==> src/rtl/apb_slave_regfile.sv <==
// APB slave register file: parametrised width/depth, optional wait states,
// byte strobes, SLVERR on bad address or read-only write.
module apb_slave_regfile #(
    parameter int unsigned          AWIDTH      = 8,
    parameter int unsigned          DWIDTH      = 32,
    parameter int unsigned          NUM_REGS    = 16,
    parameter int unsigned          WAIT_STATES = 0,
    parameter logic [NUM_REGS-1:0]  RO_MASK     = '0
) (
    input  logic                  clk,
    input  logic                  rst,
    input  logic                  p_sel,
    input  logic                  p_en,
    input  logic                  p_write,
    input  logic [AWIDTH-1:0]     addr,
    input  logic [DWIDTH-1:0]     wdata,
    input  logic [DWIDTH/8-1:0]   p_strb,
    output logic [DWIDTH-1:0]     rdata,
    output logic                  p_ready,
    output logic                  p_slverr
);

    localparam int unsigned       NBYTES   = DWIDTH / 8;
    localparam int unsigned       OFFW     = (NBYTES > 1) ? $clog2(NBYTES) : 0;
    localparam int unsigned       IDXW     = (NUM_REGS > 1) ? $clog2(NUM_REGS) : 1;
    localparam logic [AWIDTH-1:0] OFF_MASK = AWIDTH'(NBYTES - 1);
    localparam logic [3:0]        WS       = 4'(WAIT_STATES);

    typedef enum logic {
        IDLE,
        ACCESS
    } state_t;

    state_t            state_q, state_d;
    logic [3:0]        wait_cnt_q, wait_cnt_d;
    logic [DWIDTH-1:0] regs_q [NUM_REGS];
    logic [DWIDTH-1:0] regs_d [NUM_REGS];

    logic [AWIDTH-1:0] idx_full;
    logic [IDXW-1:0]   idx;
    logic              in_range;
    logic              err;

    // Address decode is purely combinational on the live bus signals.
    always_comb begin
        idx_full = addr >> OFFW;
        idx      = idx_full[IDXW-1:0];
        in_range = (32'(idx_full) < NUM_REGS);
        err      = (|(addr & OFF_MASK)) || !in_range || (p_write && RO_MASK[idx]);
    end

    always_comb begin
        state_d    = state_q;
        wait_cnt_d = wait_cnt_q;
        regs_d     = regs_q;
        p_ready    = (state_q == ACCESS) && p_sel && p_en && (wait_cnt_q == WS);
        p_slverr   = p_ready && err;
        rdata      = '0;
        if (p_ready && !p_write && !err) begin
            rdata = regs_q[idx];
        end
        unique case (state_q)
            IDLE: begin
                if (p_sel && !p_en) begin
                    state_d    = ACCESS;
                    wait_cnt_d = '0;
                end
            end
            ACCESS: begin
                if (!p_sel) begin
                    state_d = IDLE;
                end else if (p_ready) begin
                    state_d = IDLE;
                    if (p_write && !err) begin
                        for (int unsigned b = 0; b < NBYTES; b++) begin
                            if (p_strb[b]) begin
                                regs_d[idx][b*8 +: 8] = wdata[b*8 +: 8];
                            end
                        end
                    end
                end else if (wait_cnt_q < WS) begin
                    wait_cnt_d = wait_cnt_q + 4'd1;
                end
            end
            default: state_d = IDLE;
        endcase
    end

    always_ff @(posedge clk) begin
        if (rst) begin
            state_q    <= IDLE;
            wait_cnt_q <= '0;
            for (int unsigned i = 0; i < NUM_REGS; i++) begin
                regs_q[i] <= '0;
            end
        end else begin
            state_q    <= state_d;
            wait_cnt_q <= wait_cnt_d;
            regs_q     <= regs_d;
        end
    end

endmodule
==> config.mk <==
export PLATFORM = sky130hd
export DESIGN_NAME = apb_slave_regfile
export DESIGN_NICKNAME = d
export VERILOG_FILES = /design/src/rtl/apb_slave_regfile.sv
export SDC_FILE = /design/constraint.sdc
export NUM_CORES = 1
export LEC_CHECK = 0
export CAP_MARGIN = 40
export CORE_MARGIN = 8
export CORE_UTILIZATION = 61
export DETAILED_ROUTE_END_ITERATION = 6
export GPL_TIMING_DRIVEN = 0
export HOLD_SLACK_MARGIN = 0.03
export PLACE_DENSITY = 0.8
export SLEW_MARGIN = 30
export SYNTH_ARGS = -nofsm -noshare
export SYNTH_HDL_FRONTEND = slang
export SYNTH_SLANG_ARGS = --single-unit
==> constraint.sdc <==
create_clock -name clk -period 4.7 [get_ports clk]
set_clock_uncertainty 0.2 [all_clocks]
set_input_delay 1.175 -clock clk [delete_from_list [all_inputs] [get_ports clk]]
set_output_delay 1.175 -clock clk [all_outputs]
set_load 0.02 [all_outputs]
# Yosys cells after proc, flatten, opt, wreduce, memory -nomap -nowiden
# Memory sizes are Yosys's and may differ from the RTL's.
# Index checks and enable logic that the tools add are counted.
# totals
regBits	517
romBits	16
in_bits	49
out_inout_bits	34
word_cells	93
memories	1
# memory_table
name	depth	width	read_ports	rd_clocked_by_memory_dff	write_ports	line	text
(name not given)	16	1	1	0	0	49	err = (|(addr & OFF_MASK)) || !in_range || (p_write && RO_MASK[idx]);
# op_classes
add_sub_neg	1
n_lt_le_gt_ge	5
eq_ne	4
mux	42
bitwise_logic	2
n_reduce_logical	20
# ops
cell	n
$mux W512	16
$bwmux W512	4
$demux W32 S4	4
$bmux W32 S4	1
$mux W32	4
$mux W24	1
$mux W16	1
$mux W4	4
$logic_and A1 B1 Y1	10
$mux W8	1
$pmux W4 S2	1
$reduce_and A4 Y1	2
$lt A6 B5 Y1 const B	1
$ne A2 B2 Y1 const B	3
$ge A5 B5 Y1 const B	1
$lt A4 B5 Y1 const B	1
$lt A5 B1 Y1 const B	1
$not A4 Y5	1
$add A4 B1 Y4 const B	1
$logic_not A1 Y1	4
$logic_not A4 Y1	1
$lt A4 B1 Y1 const B	1
$mux W1	4
$logic_or A1 B1 Y1	2
other kinds (4)	4

# Logic depth before layout (Yosys ltp)
# logic_depth
word_depth	25
mapped_depth	7
ltp_nobuf	4

# Worst setup path after synthesis
# OpenSTA, ideal clock, no wires.
# synth_timing
path_kind	input to output
startpoint	in addr[5]
endpoint	out rdata[10]
t_arrival_ps	3051
required_time_ps	3325
slack_ps	274
stages	7
path_buffers	4
cell_sequence	buf_2 buf_2 buf_2 clkbuf_1 mux4_2 mux2i_1 o21ai_0
# synth_between
elab_chain_len	7
elab_cells_between_ends	14
cone_classes	order compare (1); mux (5); bitwise (1); reduce/logical (6); memory (1)
# synth_rtl
element	line	text
start, declared	15	input logic [AWIDTH-1:0] addr,
$mem_v2 Z16 W1 or $lt A6 B5 Y1 (tied branches)	-	
$mux W1 (implied by the code) or $logic_not A1 Y1 (tied branches)	49	
$logic_and A1 B1 Y1 or $logic_or A1 B1 Y1 (tied branches)	49	
$logic_or A1 B1 Y1	49	
$logic_not A1 Y1	59	if (p_ready && !p_write && !err) begin
$logic_and A1 B1 Y1	59	
$mux W32 *	59	
end, declared	18	output logic [DWIDTH-1:0] rdata,
# Every way passes the cells marked *; elsewhere a longest branch is shown, timed or not. The select of a mux whose other input is x is not followed.

# Final worst setup path
# layout_timing
startpoint	in addr[1]
endpoint	out rdata[6]
# layout_between
elab_chain_len	6
# layout_rtl
element	line
$reduce_or A2 Y1	49
$logic_or A1 B1 Y1 (2 in a row)	49
$logic_not A1 Y1	59
$logic_and A1 B1 Y1	59
$mux W32	59
# No other way between the ends.

==> flow_metrics.tcl <==
set metrics [dict create \
    synth_top_family_by_area "multiplexers" \
    path_class "in -> out" \
    powerDensity_nw_per_um2 339.9 \
    critPathLaunch "addr[1]" \
    ys_ff_latch 513 \
    hold_violations 0 \
    synth_edf_count 0 \
    dieWidth_um 210.7 \
    r2r_cells 6 \
    hpwl_um 49320 \
    yosysMostFrequentCell "mux2i_1" \
    min_path_type "reg -> reg" \
    synth_compound_area_share_pct 1.801 \
    synthXorXnorAreaFrac_pct 0 \
    path_cells "dlygate4sd2_1, or4_4, buf_8, nor4b_4, buf_4, clkbuf_16, a2bb2oi_1, o21ai_0, buf_2" \
    ios 83 \
    cp_top_family "buffers and inverters" \
    worst-path-buf-inv 5 \
    syn_to_final_growth_pct 17.13 \
    grt_antenna_before_repair 3 \
    synth_cell_types 35 \
    worst_pin_slew_ns 0.9599 \
    via_per_inst 6.314 \
    slew_headroom_pct 35.41 \
    avgSynthCellArea_sq_um 11.22 \
    synth.area.top_cells "dfxtp_1, mux2i_1, mux4_2" \
    ys_seq_area_share_pct 44.39 \
    num_rows 71 \
    drv_cap 0 \
    grt_pass1_vias 18200 \
    die_h_um 210.7 \
    grt_pass1_wl_um 107900 \
    dieArea_sq_um 44410 \
    rsz0062_at_grt "false" \
    cts.clk_slew.worst_paths_ns 0.06 \
    grt_usage_pct 31.82 \
    clock_sinks 513 \
    crit_fanout 10 \
    cts_tree "built" \
    htree_levels 2 \
    routed_wl_um 72280 \
    cts-buffers-inserted 51 \
    synthTopCellsByCount "mux2i_1, dfxtp_1, nor2_1" \
    end_kind "primary output" \
    ir_worst_vdd_uv 324.6 \
    drive_gt1_share_pct 18.51 \
    r2r_start "state_q$_SDFF_PP0_" \
    yosysTopAreaCell "dfxtp_1" \
    crit_cells 9 \
    ant_nets 0 \
    drt_iter0_markers 1859 \
    tns_ns 0 \
    yosysWarnings 0 \
    detail_route.first_pass.iterations 5 \
    power_uw 9209 \
    initial_core_util_pct 61.71 \
    nets 2313 \
    drc 0 \
    insertion_delay_ns 0.60 \
    synth_nets 2110 \
    r2r_slack_ns 1.84 \
    place_congestion 0.9408 \
    synthMuxAreaShare_pct 36.00 \
    synth.top_cell.area_share_pct 44.39 \
    finalCriticalPeriod_ns 4.679 \
    startpoint_type "input pin" \
    numPortBuffers 76 \
    maxSlewViolCount 0 \
    worstSetupEndpoint "rdata[6]" \
    vias 17770 \
    synthArstFlopShare_pct 0 \
    clk_path_buf_depth 3 \
    fmax_mhz 213.7 \
    outcome "complete, no violations" \
    fillers 2599 \
    synthAdderAreaFrac_pct 0 \
    wl_per_cell_um 25.68 \
    syn_area_sq_um 23130 \
    timing.final.crit_share_pct 99.55 \
    setup_viol 0 \
    cp.arrival_ns 3.30 \
    required_ns 3.32 \
    worst_path_max_delay_cell "or4_4" \
    grt_max_degree 14 \
    cpPeakStageDelay_ns 0.55 \
    synthCells 2061 \
    rr_endpoint "regs_q[352]$_SDFFE_PP0P_" \
    synth_ff_type "dfxtp_1" \
    yosys.area_share.simple_pct 14.23 \
    cts_root_buffer "clkbuf_16" \
    core_sq_um 37490 \
    grt.overflow.total 0 \
    p_leak_uw 0.01081 \
]
==> layer usage <==
layer | global-route usage (%) | wire length (um) | share of wire [%]
met4 | 17.81 | 3852 | 5.3
met2 | 51.01 | 33390 | 46
met3 | 6.706 | 6711 | 9.3
met1 | 39.80 | 28300 | 39
met5 | 0 | 29 | 0.040
==> cells in the final DEF, fill, tap and decap left out, types with 6 or more instances in the layout <==
master           instances
nand4_1                 19
clkdlybuf4s50_1         38
buf_12                   6
buf_2                   48
clkinv_2                 7
clkbuf_16               54
buf_4                   39
a2bb2oi_1               28
buf_6                   47
bufinv_16                7
clkbuf_1               108
mux4_2                 128
clkbuf_2                14
clkbuf_8                16
o21ai_1                  6
o21ai_0                 22
buf_1                    7
nor2_1                 512
nor4_4                  41
dfxtp_1                513
nand3b_1                 8
mux2i_1                544
inv_1                   30
==> kinds of logic (layout without fill, tap and decap cells) <==
group | count (synthesis) | in the layout
multiplexers | 672 | 672
AND/OR/NAND/NOR | 623 | 623
flip-flops | 513 | 513
buffers and inverters | 193 | 434
AO/OA/AOI/OAI | 60 | 60
other | 0 | 2
==> final cells by class <==
| class | count | area, sq um | area share (%) |
|---|---|---|---|
| Antenna cell | 2 | 5.005 | 0.01847 |
| Buffer | 162 | 885.9 | 3.269 |
| Inverter | 30 | 112.6 | 0.4156 |
| Sequential cell | 513 | 10270 | 37.90 |
| Clock buffer | 77 | 1536 | 5.670 |
| Multi-Input combinational cell | 1355 | 12060 | 44.51 |
| Clock inverter | 14 | 245.2 | 0.9050 |
| Tap cell | 511 | 639.4 | 2.360 |
| Timing Repair Buffer | 151 | 1343 | 4.955 |
==> flip-flops by register name (all words and copies together), names as in the netlist <==
name and count:
state_q 1, regs_q 512
==> worst min-delay path by stage <==
| stage | cells past startpoint | start | slack, ns | to |
|---|---|---|---|---|
| floorplan | 2 | regs_q[160]$_SDFFE_PP0P_ | 0.25 | regs_q[160]$_SDFFE_PP0P_ |
| detailed placement | 2 | regs_q[39]$_SDFFE_PP0P_ | 0.27 | regs_q[39]$_SDFFE_PP0P_ |
| CTS | 2 | regs_q[39]$_SDFFE_PP0P_ | 0.29 | regs_q[39]$_SDFFE_PP0P_ |
| finish | 2 | regs_q[39]$_SDFFE_PP0P_ | 0.28 | regs_q[39]$_SDFFE_PP0P_ |
| global placement | 2 | regs_q[348]$_SDFFE_PP0P_ | 0.27 | regs_q[348]$_SDFFE_PP0P_ |
| global route | 2 | regs_q[39]$_SDFFE_PP0P_ | 0.30 | regs_q[39]$_SDFFE_PP0P_ |
==> stage by stage <==
| step | setup slack (ns) | util, % | instance area [sq um] | std cells | hold WS (ns) |
|---|---|---|---|---|---|
| after floorplan | 0.2738 | - | 23130 | 2061 | 0.2546 |
| after global placement | -1.702 | 65.44 | 24530 | 2648 | 0.2668 |
| after detailed placement | -1.630 | 66.68 | 25000 | 2693 | 0.2746 |
| after CTS | 0.01457 | 71.79 | 26910 | 2794 | 0.2892 |
| after global routing | 0.002006 | 72.27 | 27090 | 2814 | 0.3030 |
| final | 0.02136 | 72.28 | 27100 | 2815 | 0.2839 |
==> tightest hold or removal path, cell delays in order (launching register included) <==
cell and delay (ns):
dfxtp_1 0.32, mux2i_1 0.06, nor2_1 0.07
==> power breakdown <==
part           switching [uW]  internal (uW)  total, uW
Combinational             369            150        519
Clock                    1720           2630       4340
Sequential              0.364           4350       4350
Total                    2080           7130       9210
==> repair_timing <==
item | 4_1_cts | 5_1_grt
hold buffers | 0 | 0
pin swaps | 4 | 1
gates resized for setup | 215 | 20
setup buffers | 11 | 0
endpoints found under the setup margin | 32 | 26
Note: power is estimated with default switching activity, not from simulation.
